### src/rtl/ahb_def_pkg.sv
// Shared AHB-Lite types for the default slave: transfer types, response codes
// and the response-sequencer state encoding.
package ahb_def_pkg;

  typedef enum logic [1:0] {
    HTRANS_IDLE   = 2'd0,
    HTRANS_BUSY   = 2'd1,
    HTRANS_NONSEQ = 2'd2,
    HTRANS_SEQ    = 2'd3
  } htrans_t;

  localparam logic HRESP_OKAY  = 1'b0;
  localparam logic HRESP_ERROR = 1'b1;

  typedef enum logic [1:0] {
    ST_IDLE = 2'd0,
    ST_ERR1 = 2'd1,
    ST_ERR2 = 2'd2
  } def_slv_st_t;

endpackage

### src/rtl/ahb_err_log.sv
// Error logger for the default slave: faulting address/direction capture,
// saturating error counter and sticky interrupt with single-cycle clear.
module ahb_err_log #(
  parameter int CNT_W     = 8,
  parameter bit LOG_FIRST = 1'b0
) (
  input  logic             clk,
  input  logic             rstn,
  input  logic             accept,
  input  logic [31:0]      addr,
  input  logic             write,
  input  logic             irq_clr,
  output logic [31:0]      err_addr,
  output logic             err_write,
  output logic [CNT_W-1:0] err_cnt,
  output logic             irq
);

  localparam logic [CNT_W-1:0] CNT_MAX = '1;

  // A clear in the same cycle as an accept releases the first-error hold.
  logic log_load;
  assign log_load = accept & (!LOG_FIRST | !irq | irq_clr);

  always_ff @(posedge clk) begin
    if (!rstn) begin
      err_addr  <= '0;
      err_write <= 1'b0;
      err_cnt   <= '0;
      irq       <= 1'b0;
    end else begin
      if (accept && (err_cnt != CNT_MAX)) begin
        err_cnt <= err_cnt + 1'b1;
      end
      if (log_load) begin
        err_addr  <= addr;
        err_write <= write;
      end
      if (accept) begin
        irq <= 1'b1;
      end else if (irq_clr) begin
        irq <= 1'b0;
      end
    end
  end

endmodule

### src/rtl/ahb_default_slave.sv
// AHB-Lite default slave: answers every out-of-range transfer with the
// two-cycle ERROR response and logs it through ahb_err_log.
module ahb_default_slave
  import ahb_def_pkg::*;
#(
  parameter int CNT_W     = 8,
  parameter bit LOG_FIRST = 1'b0
) (
  input  logic             clk,
  input  logic             rstn,
  input  logic             hsel_i,
  input  logic [1:0]       htrans_i,
  input  logic [31:0]      haddr_i,
  input  logic             hwrite_i,
  input  logic             hready_i,
  output logic             hready_o,
  output logic             hresp_o,
  output logic [31:0]      err_addr_o,
  output logic             err_write_o,
  output logic [CNT_W-1:0] err_cnt_o,
  output logic             irq_o,
  input  logic             irq_clr_i,
  output logic [1:0]       dbg_state_o
);

  def_slv_st_t state, state_nxt;
  htrans_t     trans;
  logic        accept;

  // Handshake: an address phase is taken only when bus HREADY is high, this
  // slave is selected and the transfer is NONSEQ/SEQ; ERR1 never accepts.
  assign trans  = htrans_t'(htrans_i);
  assign accept = hready_i & hsel_i
                & ((trans == HTRANS_NONSEQ) | (trans == HTRANS_SEQ))
                & (state != ST_ERR1);

  always_ff @(posedge clk) begin
    if (!rstn) begin
      state <= ST_IDLE;
    end else begin
      state <= state_nxt;
    end
  end

  always_comb begin
    state_nxt = state;
    case (state)
      ST_IDLE: if (accept) state_nxt = ST_ERR1;
      ST_ERR1: state_nxt = ST_ERR2;
      ST_ERR2: state_nxt = accept ? ST_ERR1 : ST_IDLE;
      default: state_nxt = ST_IDLE;
    endcase
  end

  // Responses decode the state register only, so no input reaches them.
  always_comb begin
    hready_o = 1'b1;
    hresp_o  = HRESP_OKAY;
    case (state)
      ST_ERR1: begin
        hready_o = 1'b0;
        hresp_o  = HRESP_ERROR;
      end
      ST_ERR2: begin
        hready_o = 1'b1;
        hresp_o  = HRESP_ERROR;
      end
      default: begin
        hready_o = 1'b1;
        hresp_o  = HRESP_OKAY;
      end
    endcase
  end

  assign dbg_state_o = state;

  ahb_err_log #(
    .CNT_W     (CNT_W),
    .LOG_FIRST (LOG_FIRST)
  ) u_err_log (
    .clk       (clk),
    .rstn      (rstn),
    .accept    (accept),
    .addr      (haddr_i),
    .write     (hwrite_i),
    .irq_clr   (irq_clr_i),
    .err_addr  (err_addr_o),
    .err_write (err_write_o),
    .err_cnt   (err_cnt_o),
    .irq       (irq_o)
  );

endmodule
### config.mk
export PLATFORM = sky130hd
export DESIGN_NAME = ahb_default_slave
export DESIGN_NICKNAME = d
export VERILOG_FILES = /design/src/rtl/ahb_def_pkg.sv /design/src/rtl/ahb_err_log.sv /design/src/rtl/ahb_default_slave.sv
export SDC_FILE = /design/constraint.sdc
export NUM_CORES = 1
export LEC_CHECK = 0
export ABC_AREA = 1
export BUFFER_PORTS_ARGS = -buffer_cell sky130_fd_sc_hd__buf_2
export CORE_ASPECT_RATIO = 1.5
export CORE_MARGIN = 2
export CORE_UTILIZATION = 42
export DETAILED_ROUTE_END_ITERATION = 6
export PLACE_DENSITY = 0.75
export REMOVE_ABC_BUFFERS = 1
export SKIP_LAST_GASP = 1
export SYNTH_ARGS = -nofsm -noshare
export SYNTH_HDL_FRONTEND = slang
export SYNTH_SLANG_ARGS = --single-unit
### constraint.sdc
create_clock -name clk -period 2.35 [get_ports clk]
set_clock_uncertainty 0.15 [all_clocks]
set_input_delay 0 -clock clk [delete_from_list [all_inputs] [get_ports clk]]
set_output_delay 0 -clock clk [all_outputs]
set_load 0.02 [all_outputs]
==> results of run 1 <==
cell usage after synthesis, types with 3 or more instances:
master and instances:
o21ai_0 32, inv_1 12, buf_2 3, buf_4 3
ha_1 5, nand3_1 6, o21ai_1 3, buf_6 3
dfxtp_1 44, a21oi_1 6, clkbuf_1 3, nand4_1 5
nand2_1 24, nor2_1 79
cell families after synthesis:
logic type,after synthesis,share of synthesized area
adders and majority gates,5,0.0350
buffers and inverters,27,0.0785
DFF,44,0.493
and+or+nand+nor,120,0.275
AOI/OAI and AO/OA,42,0.118
flip-flops by register name (all words and copies together), names as in the netlist:
signal,flops
u_err_log.err_addr,32
dbg_state_o,2
u_err_log.irq,1
u_err_log.err_write,1
u_err_log.err_cnt,8
power breakdown:
part | internal [mW] | total, mW | leakage (nW) | switching, mW
registers | 0.782 | 0.802 | 0.359 | 0.0201
clock network | 0.320 | 0.589 | 0.0548 | 0.269
logic | 0.115 | 0.263 | 0.935 | 0.148
final timing paths:
| path | start | to | cells past startpoint |
|---|---|---|---|
| setup / recovery | dbg_state_o[1] | u_err_log.err_cnt[7] | 10 |
| hold / removal | rstn | u_err_log.err_cnt[6] | 3 |
| setup reg to reg | dbg_state_o[1] | u_err_log.err_cnt[7] | 10 |
| hold reg to reg | u_err_log.irq | u_err_log.irq | 2 |
stage by stage:
stage | area (sq um) | cells | power (mW)
global route | 2650 | 399 | 1.72
detailed placement | 2190 | 357 | 1.04
global placement | 2190 | 357 | 1.03
CTS | 2650 | 399 | 1.67
floorplan | 1700 | 225 | 0.938
finish | 2650 | 399 | 1.65
final cells by class:
type	instances	area [sq um]
Fill cell	360	1530
Timing Repair Buffer	120	776
Clock inverter	3	46.3
Tap cell	46	57.6
Multi-Input combinational cell	167	764
Clock buffer	5	68.8
Sequential cell	44	881
Inverter	14	52.6
worst min-delay path, delay by kind of cell:
family | cells | cell delay [ps]
AND/OR/NAND/NOR | 2 | 170
buffers and inverters | 1 | 290
metal layers:
layer | wire length [microns] | vias up | part of all wire
met1 | 1930 | 909 | 0.40
li1 | - | 979 | -
met4 | 48 | 0 | 0.010
met5 | 0 | - | 0
met2 | 2660 | 51 | 0.55
met3 | 183 | 4 | 0.038
==> out/metrics.cfg, run 1 <==
[sta]
setup_viol_count_final=0
fmax_mhz=546
period_share=0.779
final.setup.tns_ps=0
setup_slack_ps=520
slew_headroom=0.597
hold_violations=0
rsz0062_at_grt=no
tightest_slew_ps=603
min_period_ps=1830
hold_ws_ps=64.5
slew_viol_final=0

[synthesis]
synth_top_area_share=0.493
synth_top_cells_by_area=dfxtp_1, nor2_1, o21ai_0, nand2_1, ha_1
async_flop_share=0
ys_ff_latch=44
synth_area_sq_mm=0.00179
ys.flop_type=dfxtp_1
yosysWarningCount=0
avgSynthCellArea_sq_um=7.50
yosysSeqAreaShare=0.493
ys_types=22
synth_edf_count=0
synthCells=238
synth_area_leader_cell=dfxtp_1

[critical_path]
worst-path-buf-inv=3
worstPathArrival_ps=1920
path_class=flop to flop
max_stage_delay_ps=380
start_kind=flop
critPathSlowestCell=dfxtp_1
cp_cell_sequence=inv_1 -> ha_1 -> inv_2 -> nand2_2 -> nor2_4 -> buf_4 -> nand2_1 -> nor2_1 -> nor2_1 -> nor2_1
worst_setup_path_end_kind=flop
crit_fanout=27
cpMostUsedCell=nor2_1
worst_ep_required_time_ps=2440
crit_family=simple AND/OR/NAND/NOR gates
regToRegSetupSlack_ps=520

[final_layout]
final_cell_mix=buf_2, nor2_1, dfxtp_1
layout.nets=397
layout-drive-gt1-share=0.283
antenna_cells=0
final_common_cell=buf_2
fin_util=0.634
area_growth_pct=48.2

[placement]
io_buffers=84
gp_congestion=0.855
dp_hpwl_microns=2950
dp_slack_ps=557

[global_routing]
antenna_found_initial=0
grt_use_met2=0.394
grt_pass1_vias=1908
busiest_layer=met2
grt_use_met1=0.206
use_met3=0.0388
grt_pass1_wl_microns=7890
grt_use_total=0.206
grt_max_degree=40
grt-ovfl-total=0

[clocking]
clkLatencyLatePin_ps=290
path_clk_slew_ps=90
cts_sinks=44
hold_buffers=34
cts.path.max_buffers=2
post-cts-setup-buffer-count=0
cts_tree=done
ctsResizeCount=0
clockRootBuffer=clkbuf_8
numCtsBuffers=5
htree_levels=2

[route]
vias=1943
drt_pass1_iterations=4
via_per_inst=4.87
wl_per_cell_microns=12.1
drt-initial-drc-count=74
drt-total-wl_microns=4820
drc=0
antenna_left=0

[floorplan]
die_height_microns=83.9
die_w_microns=57.2
fp-row-count=29
dieArea_sq_mm=0.00480
fp.coreArea_sq_mm=0.00417
initial_utilization=0.428
ioPinCount=86

[pwr]
power_density_mw_per_mm2=625
vdd_drop_max_uv=579
power.leakage_nw=1.35

[hold_path]
hold_class=input port to flop

[run_status]
outcome=complete, no violations

[run]
max-cap-violations=0

(Power assumes the default switching activity.)
==> run 2, diff against run 1 <==
--- a/config.mk
+++ b/config.mk
@@ -9,9 +9,9 @@
 export BUFFER_PORTS_ARGS = -buffer_cell sky130_fd_sc_hd__buf_2
 export CORE_ASPECT_RATIO = 1.5
 export CORE_MARGIN = 2
-export CORE_UTILIZATION = 42
+export CORE_UTILIZATION = 41
 export DETAILED_ROUTE_END_ITERATION = 6
-export PLACE_DENSITY = 0.75
+export PLACE_DENSITY = 0.76
 export REMOVE_ABC_BUFFERS = 1
 export SKIP_LAST_GASP = 1
 export SYNTH_ARGS = -nofsm -noshare
==> constraint.sdc (replaced) <==
create_clock -name clk -period 1.5 [get_ports clk]
set_clock_uncertainty 0.15 [all_clocks]
set_input_delay 0 -clock clk [delete_from_list [all_inputs] [get_ports clk]]
set_output_delay 0 -clock clk [all_outputs]
set_load 0.02 [all_outputs]
==> run 2 against run 1 <==
Net effect:
- clock power up 77%
- non-clock buffer count increased by 28
- highest routed layer unchanged
- count of clock-buffer cells in the layout unchanged
- sequential power is 57% higher
- power increased by 76%
- global-route usage is 2.2 points higher
- fmax is 14% higher
- critical path type unchanged
- the run now ends with negative setup slack left
==> out/metrics.cfg, run 2 (synthesis gave the netlist of run 1 again) <==
[run_status]
outcome=finished, violations left
failed_checks=negative setup slack

[route]
vias=2089  ; +7.5%
drc=0  ; unchanged
antenna_left=0  ; unchanged
drt_pass1_iterations=4  ; unchanged
drt-total-wl_microns=6000  ; +25%
drt-initial-drc-count=74  ; unchanged
via_per_inst=4.90  ; +0.70%
wl_per_cell_microns=14.1  ; +17%

[floorplan]
die_height_microns=84.8  ; +1.2%
ioPinCount=86  ; unchanged
dieArea_sq_mm=0.00491  ; +2.3%
initial_utilization=0.424  ; -0.00369
fp-row-count=29  ; unchanged
die_w_microns=57.9  ; +1.1%
fp.coreArea_sq_mm=0.00421  ; +0.87%

[sta]
fmax_mhz=622  ; +14%
rsz0062_at_grt=yes
slew_viol_final=0  ; unchanged
tightest_slew_ps=330  ; -274 ps
hold_violations=0  ; unchanged
period_share=1.07  ; +0.293
setup_slack_ps=-108  ; -628 ps
setup_viol_count_final=43  ; +43
slew_headroom=0.780  ; +0.183
min_period_ps=1610  ; -222 ps

[placement]
gp_congestion=0.791  ; -7.5%
io_buffers=84  ; unchanged
dp_hpwl_microns=3180  ; +7.8%
dpl-instance-area_sq_mm=0.00235  ; +7.1%

[final_layout]
largest_reg_flops=32  ; unchanged
layout.nets=425  ; +7.1%
final_cell_mix=buf_2, nor2_1, dfxtp_1
layout-drive-gt1-share=0.447  ; +0.164
fin_util=0.767  ; +0.133
regMostFlops=u_err_log.err_addr
design_area_sq_mm=0.00323  ; +22%
antenna_cells=0  ; unchanged
final_common_cell=buf_2
area_growth_pct=80.8
fillers=282  ; -22%

[clocking]
numCtsBuffers=5  ; unchanged
cts_sinks=44  ; unchanged
clockRootBuffer=clkbuf_8
cts.path.max_buffers=2  ; unchanged
htree_levels=2  ; unchanged
path_clk_slew_ps=80  ; about the same
clkLatencyLatePin_ps=290  ; about the same
cts_tree=done

[hold_path]
hold_class=input port to flop

[global_routing]
grt_max_degree=25  ; -38%
grt_pass1_wl_microns=8790  ; +11%
grt_pass1_vias=2026  ; +6.2%
grt_use_total=0.228  ; +0.0217
antenna_found_initial=0  ; unchanged
grt-ovfl-total=0  ; unchanged

[critical_path]
max_stage_delay_ps=350  ; -30 ps
crit_fanout=6  ; -78%
start_kind=flop
cp_cell_sequence=inv_2 -> ha_4 -> inv_2 -> nand2_2 -> nor2_4 -> buf_12 -> clkbuf_16 -> clkbuf_16 -> o21ai_1 -> nor2_1
path_class=flop to flop
worstPathArrival_ps=1680  ; -240 ps
worst_setup_path_end_kind=flop
critPathSlowestCell=dfxtp_2
worst_ep_required_time_ps=1570  ; -870 ps

[pwr]
power_density_mw_per_mm2=900  ; +44%
clkPwrFrac=0.358  ; +0.002
p_sw_frac=0.250  ; -0.0144
p_int_mw=2.18  ; +79%
power_frac_comb=0.209  ; +0.050
switching_power_uw=726  ; +66%
seqPwrFrac=0.434  ; -0.051
power.leakage_nw=1.57  ; +17%
vdd_drop_max_uv=970  ; +68%

[run]
max-cap-violations=0  ; unchanged

run 2: area by class of cell:
type                    count  area [sq um]  share of cell area
repair buffers            148          1170               0.361
multi-input cells         167           935               0.290
flip-flops and latches     44           886               0.274
clock buffers               5          68.8              0.0213
clock inverters             2          60.1              0.0186
well taps                  46          57.6              0.0178
inverters                  14          55.1              0.0171
run 2: what timing repair did:
item                                    CTS  global route
gates resized for setup                  37            44
hold endpoints to repair                 38             0
buffers inserted                          7             2
pin swaps                                10            18
endpoints found under the setup margin   38            45
gates cloned                              2             4
hold buffers                             35             0
run 2: critical path: cells and delay by family, from the launching register on:
kind,cells,cell delay (ps)
buf+inv,5,540
flops,1,350
simple gates,3,290
compound gates,1,60
fa+ha+maj,1,160
run 2: worst paths after layout:
path / from / endpoint / slack, ps / cells past startpoint
worst max register to register: dbg_state_o[1] / u_err_log.err_addr[5] / -110 / 10
worst min-delay path: htrans_i[1] / u_err_log.err_cnt[3] / 230 / 7
worst max-delay path: dbg_state_o[1] / u_err_log.err_addr[5] / -110 / 10
worst min register to register: u_err_log.err_addr[12] / u_err_log.err_addr[12] / 340 / 2
run 2: power groups by stage:
stage          sequential [mW]  combinational (mW)  clock [mW]
6_report                  1.26               0.607        1.04
5_1_grt                   1.27               0.652        1.09
4_1_cts                   1.26               0.529        1.05
3_5_place_dp              1.28               0.388           0
3_3_place_gp              1.28               0.383           0
2_1_floorplan             1.35               0.117           0
run 2: through the flow:
step | cells | setup TNS, ps | worst slack (ps) | hold slack [ps] | power (mW)
global placement | 371 | 0 | 19.6 | 70.1 | 1.66
finish | 426 | -1590 | -108 | 226 | 2.91
detailed placement | 371 | -436 | -51.8 | 76.7 | 1.67
CTS | 422 | -192 | -53.8 | 208 | 2.84
global route | 426 | -4910 | -197 | 244 | 3.01
floorplan | 225 | -29720 | -796 | -29.6 | 1.47
run 2: layer usage:
layer / vias to the layer above / wire length, microns / GRT usage
li1: 1043 / - / -
met1: 946 / 2210 / 0.236
met2: 79 / 3290 / 0.419
met3: 21 / 302 / 0.0457
met4: 0 / 202 / 0.112
met5: - / 0 / 0
==> run 3, diff against run 2 <==
--- a/config.mk
+++ b/config.mk
@@ -11,7 +11,7 @@
 export CORE_MARGIN = 2
 export CORE_UTILIZATION = 41
 export DETAILED_ROUTE_END_ITERATION = 6
-export PLACE_DENSITY = 0.76
+export PLACE_DENSITY = 0.84
 export REMOVE_ABC_BUFFERS = 1
 export SKIP_LAST_GASP = 1
 export SYNTH_ARGS = -nofsm -noshare
==> run 3 against run 2 <==
Net effect:
- the run still ends with negative setup slack left
- die area is the same
- cell count grew 1.6%
- non-clock buffer count grew 6
- power shrank 6.3%
- fmax grew 3.0%
- via count grew 2.6%
- sequential share of layout area grew 0.51 points
- sequential power is essentially flat
- setup slack gained 47 ps
- worst hold slack lost 210 ps
- combinational power shrank 5.4%
- sequential cell count is the same
- largest cell class unchanged
- largest power group unchanged
==> out/metrics.cfg, run 3 (synthesis gave the netlist of run 1 again) <==
[final_layout]
final_cell_mix=buf_2, nor2_1, dfxtp_1
antenna_cells=0  ; unchanged
largest_reg_flops=32  ; unchanged
area_growth_pct=77.0
fin_util=0.751  ; -0.0161
layout-drive-gt1-share=0.421  ; -0.0262
regMostFlops=u_err_log.err_addr
layout.nets=431  ; +1.4%
final_common_cell=buf_2

[sta]
slew_headroom=0.704  ; -0.0765
period_share=1.04  ; -0.0312
tightest_slew_ps=445  ; +115 ps
fmax_mhz=641  ; +3.0%
rsz0062_at_grt=yes
setup_viol_count_final=36  ; -16%
hold_violations=0  ; unchanged
setup_slack_ps=-60.8  ; +46.8 ps
min_period_ps=1560  ; -46.8 ps
slew_viol_final=0  ; unchanged

[floorplan]
fp.coreArea_sq_mm=0.00421  ; unchanged
die_height_microns=84.8  ; unchanged
initial_utilization=0.424  ; unchanged
dieArea_sq_mm=0.00491  ; unchanged
ioPinCount=86  ; unchanged
die_w_microns=57.9  ; unchanged
fp-row-count=29  ; unchanged

[clocking]
cts_tree=done
htree_levels=2  ; unchanged
path_clk_slew_ps=80  ; about the same
cts_sinks=44  ; unchanged
cts.path.max_buffers=2  ; unchanged
clockRootBuffer=clkbuf_8
clkLatencyLatePin_ps=290  ; about the same
numCtsBuffers=5  ; unchanged

[pwr]
p_sw_frac=0.264  ; +0.0143
clkPwrFrac=0.328  ; -0.030
p_int_mw=2.01  ; -8.1%
seqPwrFrac=0.461  ; +0.027
power_density_mw_per_mm2=862  ; -4.3%
vdd_drop_max_uv=1040  ; +6.9%
switching_power_uw=719  ; -0.90%
power.leakage_nw=1.57  ; about the same
power_frac_comb=0.211  ; +0.002

[critical_path]
worst_setup_path_end_kind=flop
start_kind=flop
worstPathArrival_ps=1600  ; -80 ps
crit_fanout=6  ; unchanged
r2r_start=dbg_state_o[1]
path_class=flop to flop
r2r_cells=10  ; unchanged
regToRegSetupSlack_ps=-60  ; +50 ps
cp_cell_sequence=inv_2 -> ha_4 -> inv_2 -> nand2_2 -> nor2_4 -> buf_12 -> buf_12 -> nand3_2 -> nor2_1 -> nor2_1
critPathSlowestCell=dfxtp_2
max_stage_delay_ps=340  ; about the same
r2r-end=u_err_log.err_cnt[4]
worst_ep_required_time_ps=1540  ; -30 ps

[placement]
dp_hpwl_microns=3440  ; +8.2%
dp_slack_ps=-124  ; -71.8 ps
io_buffers=84  ; unchanged
gp_congestion=0.824  ; +4.2%

[route]
drt_pass1_iterations=4  ; unchanged
wl_per_cell_microns=13.8  ; -2.1%
drt-total-wl_microns=5980  ; -0.47%
via_per_inst=4.95  ; +0.97%
drc=0  ; unchanged
drt-initial-drc-count=83  ; +12%
antenna_left=0  ; unchanged
vias=2144  ; +2.6%

[run_status]
failed_checks=negative setup slack
outcome=finished, violations left

[hold_path]
hold_depth=3  ; -4
hold_class=input port to flop
min_to=u_err_log.err_addr[23]
worstHoldStart=rstn

[global_routing]
grt_use_total=0.224  ; -0.00402
grt_pass1_wl_microns=8710  ; -0.86%
antenna_found_initial=0  ; unchanged
grt-ovfl-total=0  ; unchanged
grt_max_degree=27  ; +8.0%
grt_pass1_vias=2053  ; +1.3%

[run]
max-cap-violations=0  ; unchanged

[run 3: what timing repair did]
action,in CTS,in global routing
hold endpoints to repair,34,0
resized for setup,15,38
setup buffers,6,4
pin swaps,9,11
hold buffers,34,0
cloned,0,3
setup endpoints to repair,41,45
[run 3: layout make-up]
cell class | count | area, sq um
clock inverters | 2 | 35.0
repair buffers | 154 | 1170
fillers | 279 | 1050
flip-flops and latches | 44 | 883
well taps | 46 | 57.6
clock buffers | 6 | 72.6
multi-input cells | 167 | 886
inverters | 14 | 55.1
[run 3: metrics by stage]
stage,area (sq um),cells,TNS (ps),hold WS [ps],total power [mW]
2_1_floorplan,1700,225,-29720,-29.6,1.47
3_3_place_gp,2390,379,-520,71.7,1.66
3_5_place_dp,2390,379,-2570,78.2,1.67
4_1_cts,2930,426,-1270,2.35,2.64
5_1_grt,3160,433,-3650,44.8,2.83
6_report,3160,433,-961,15.3,2.72
[run 3: power groups by stage]
stage	clock network, mW	logic [mW]	registers (mW)
2_1_floorplan	0	0.117	1.35
3_3_place_gp	0	0.381	1.28
3_5_place_dp	0	0.389	1.28
4_1_cts	0.903	0.487	1.25
5_1_grt	0.949	0.615	1.26
6_report	0.893	0.574	1.26
[run 3: how the worst max path moves through the flow]
stage | from | end | slack [ps] | depth (start not counted)
after floorplan | dbg_state_o[1] | dbg_state_o[0] | -800 | 9
after global placement | dbg_state_o[1] | u_err_log.err_addr[2] | -40 | 9
after detailed placement | dbg_state_o[1] | u_err_log.err_addr[2] | -120 | 9
after CTS | dbg_state_o[1] | u_err_log.err_addr[11] | -50 | 9
after global routing | dbg_state_o[1] | u_err_log.err_cnt[4] | -140 | 10
final | dbg_state_o[1] | u_err_log.err_cnt[4] | -60 | 10
[run 3: critical path, delay by kind of cell (launching register included)]
kind	cells	cell delay, ps
buf+inv	4	360
simple gates	5	440
fa+ha+maj	1	150
flops	1	340
[run 3: per-layer routing]
metal | vias up | routed length, microns | GRT usage
li1 | 1049 | - | -
met1 | 997 | 2280 | 0.235
met2 | 88 | 3320 | 0.435
met3 | 10 | 262 | 0.0396
met4 | 0 | 114 | 0.0655
met5 | - | 0 | 0
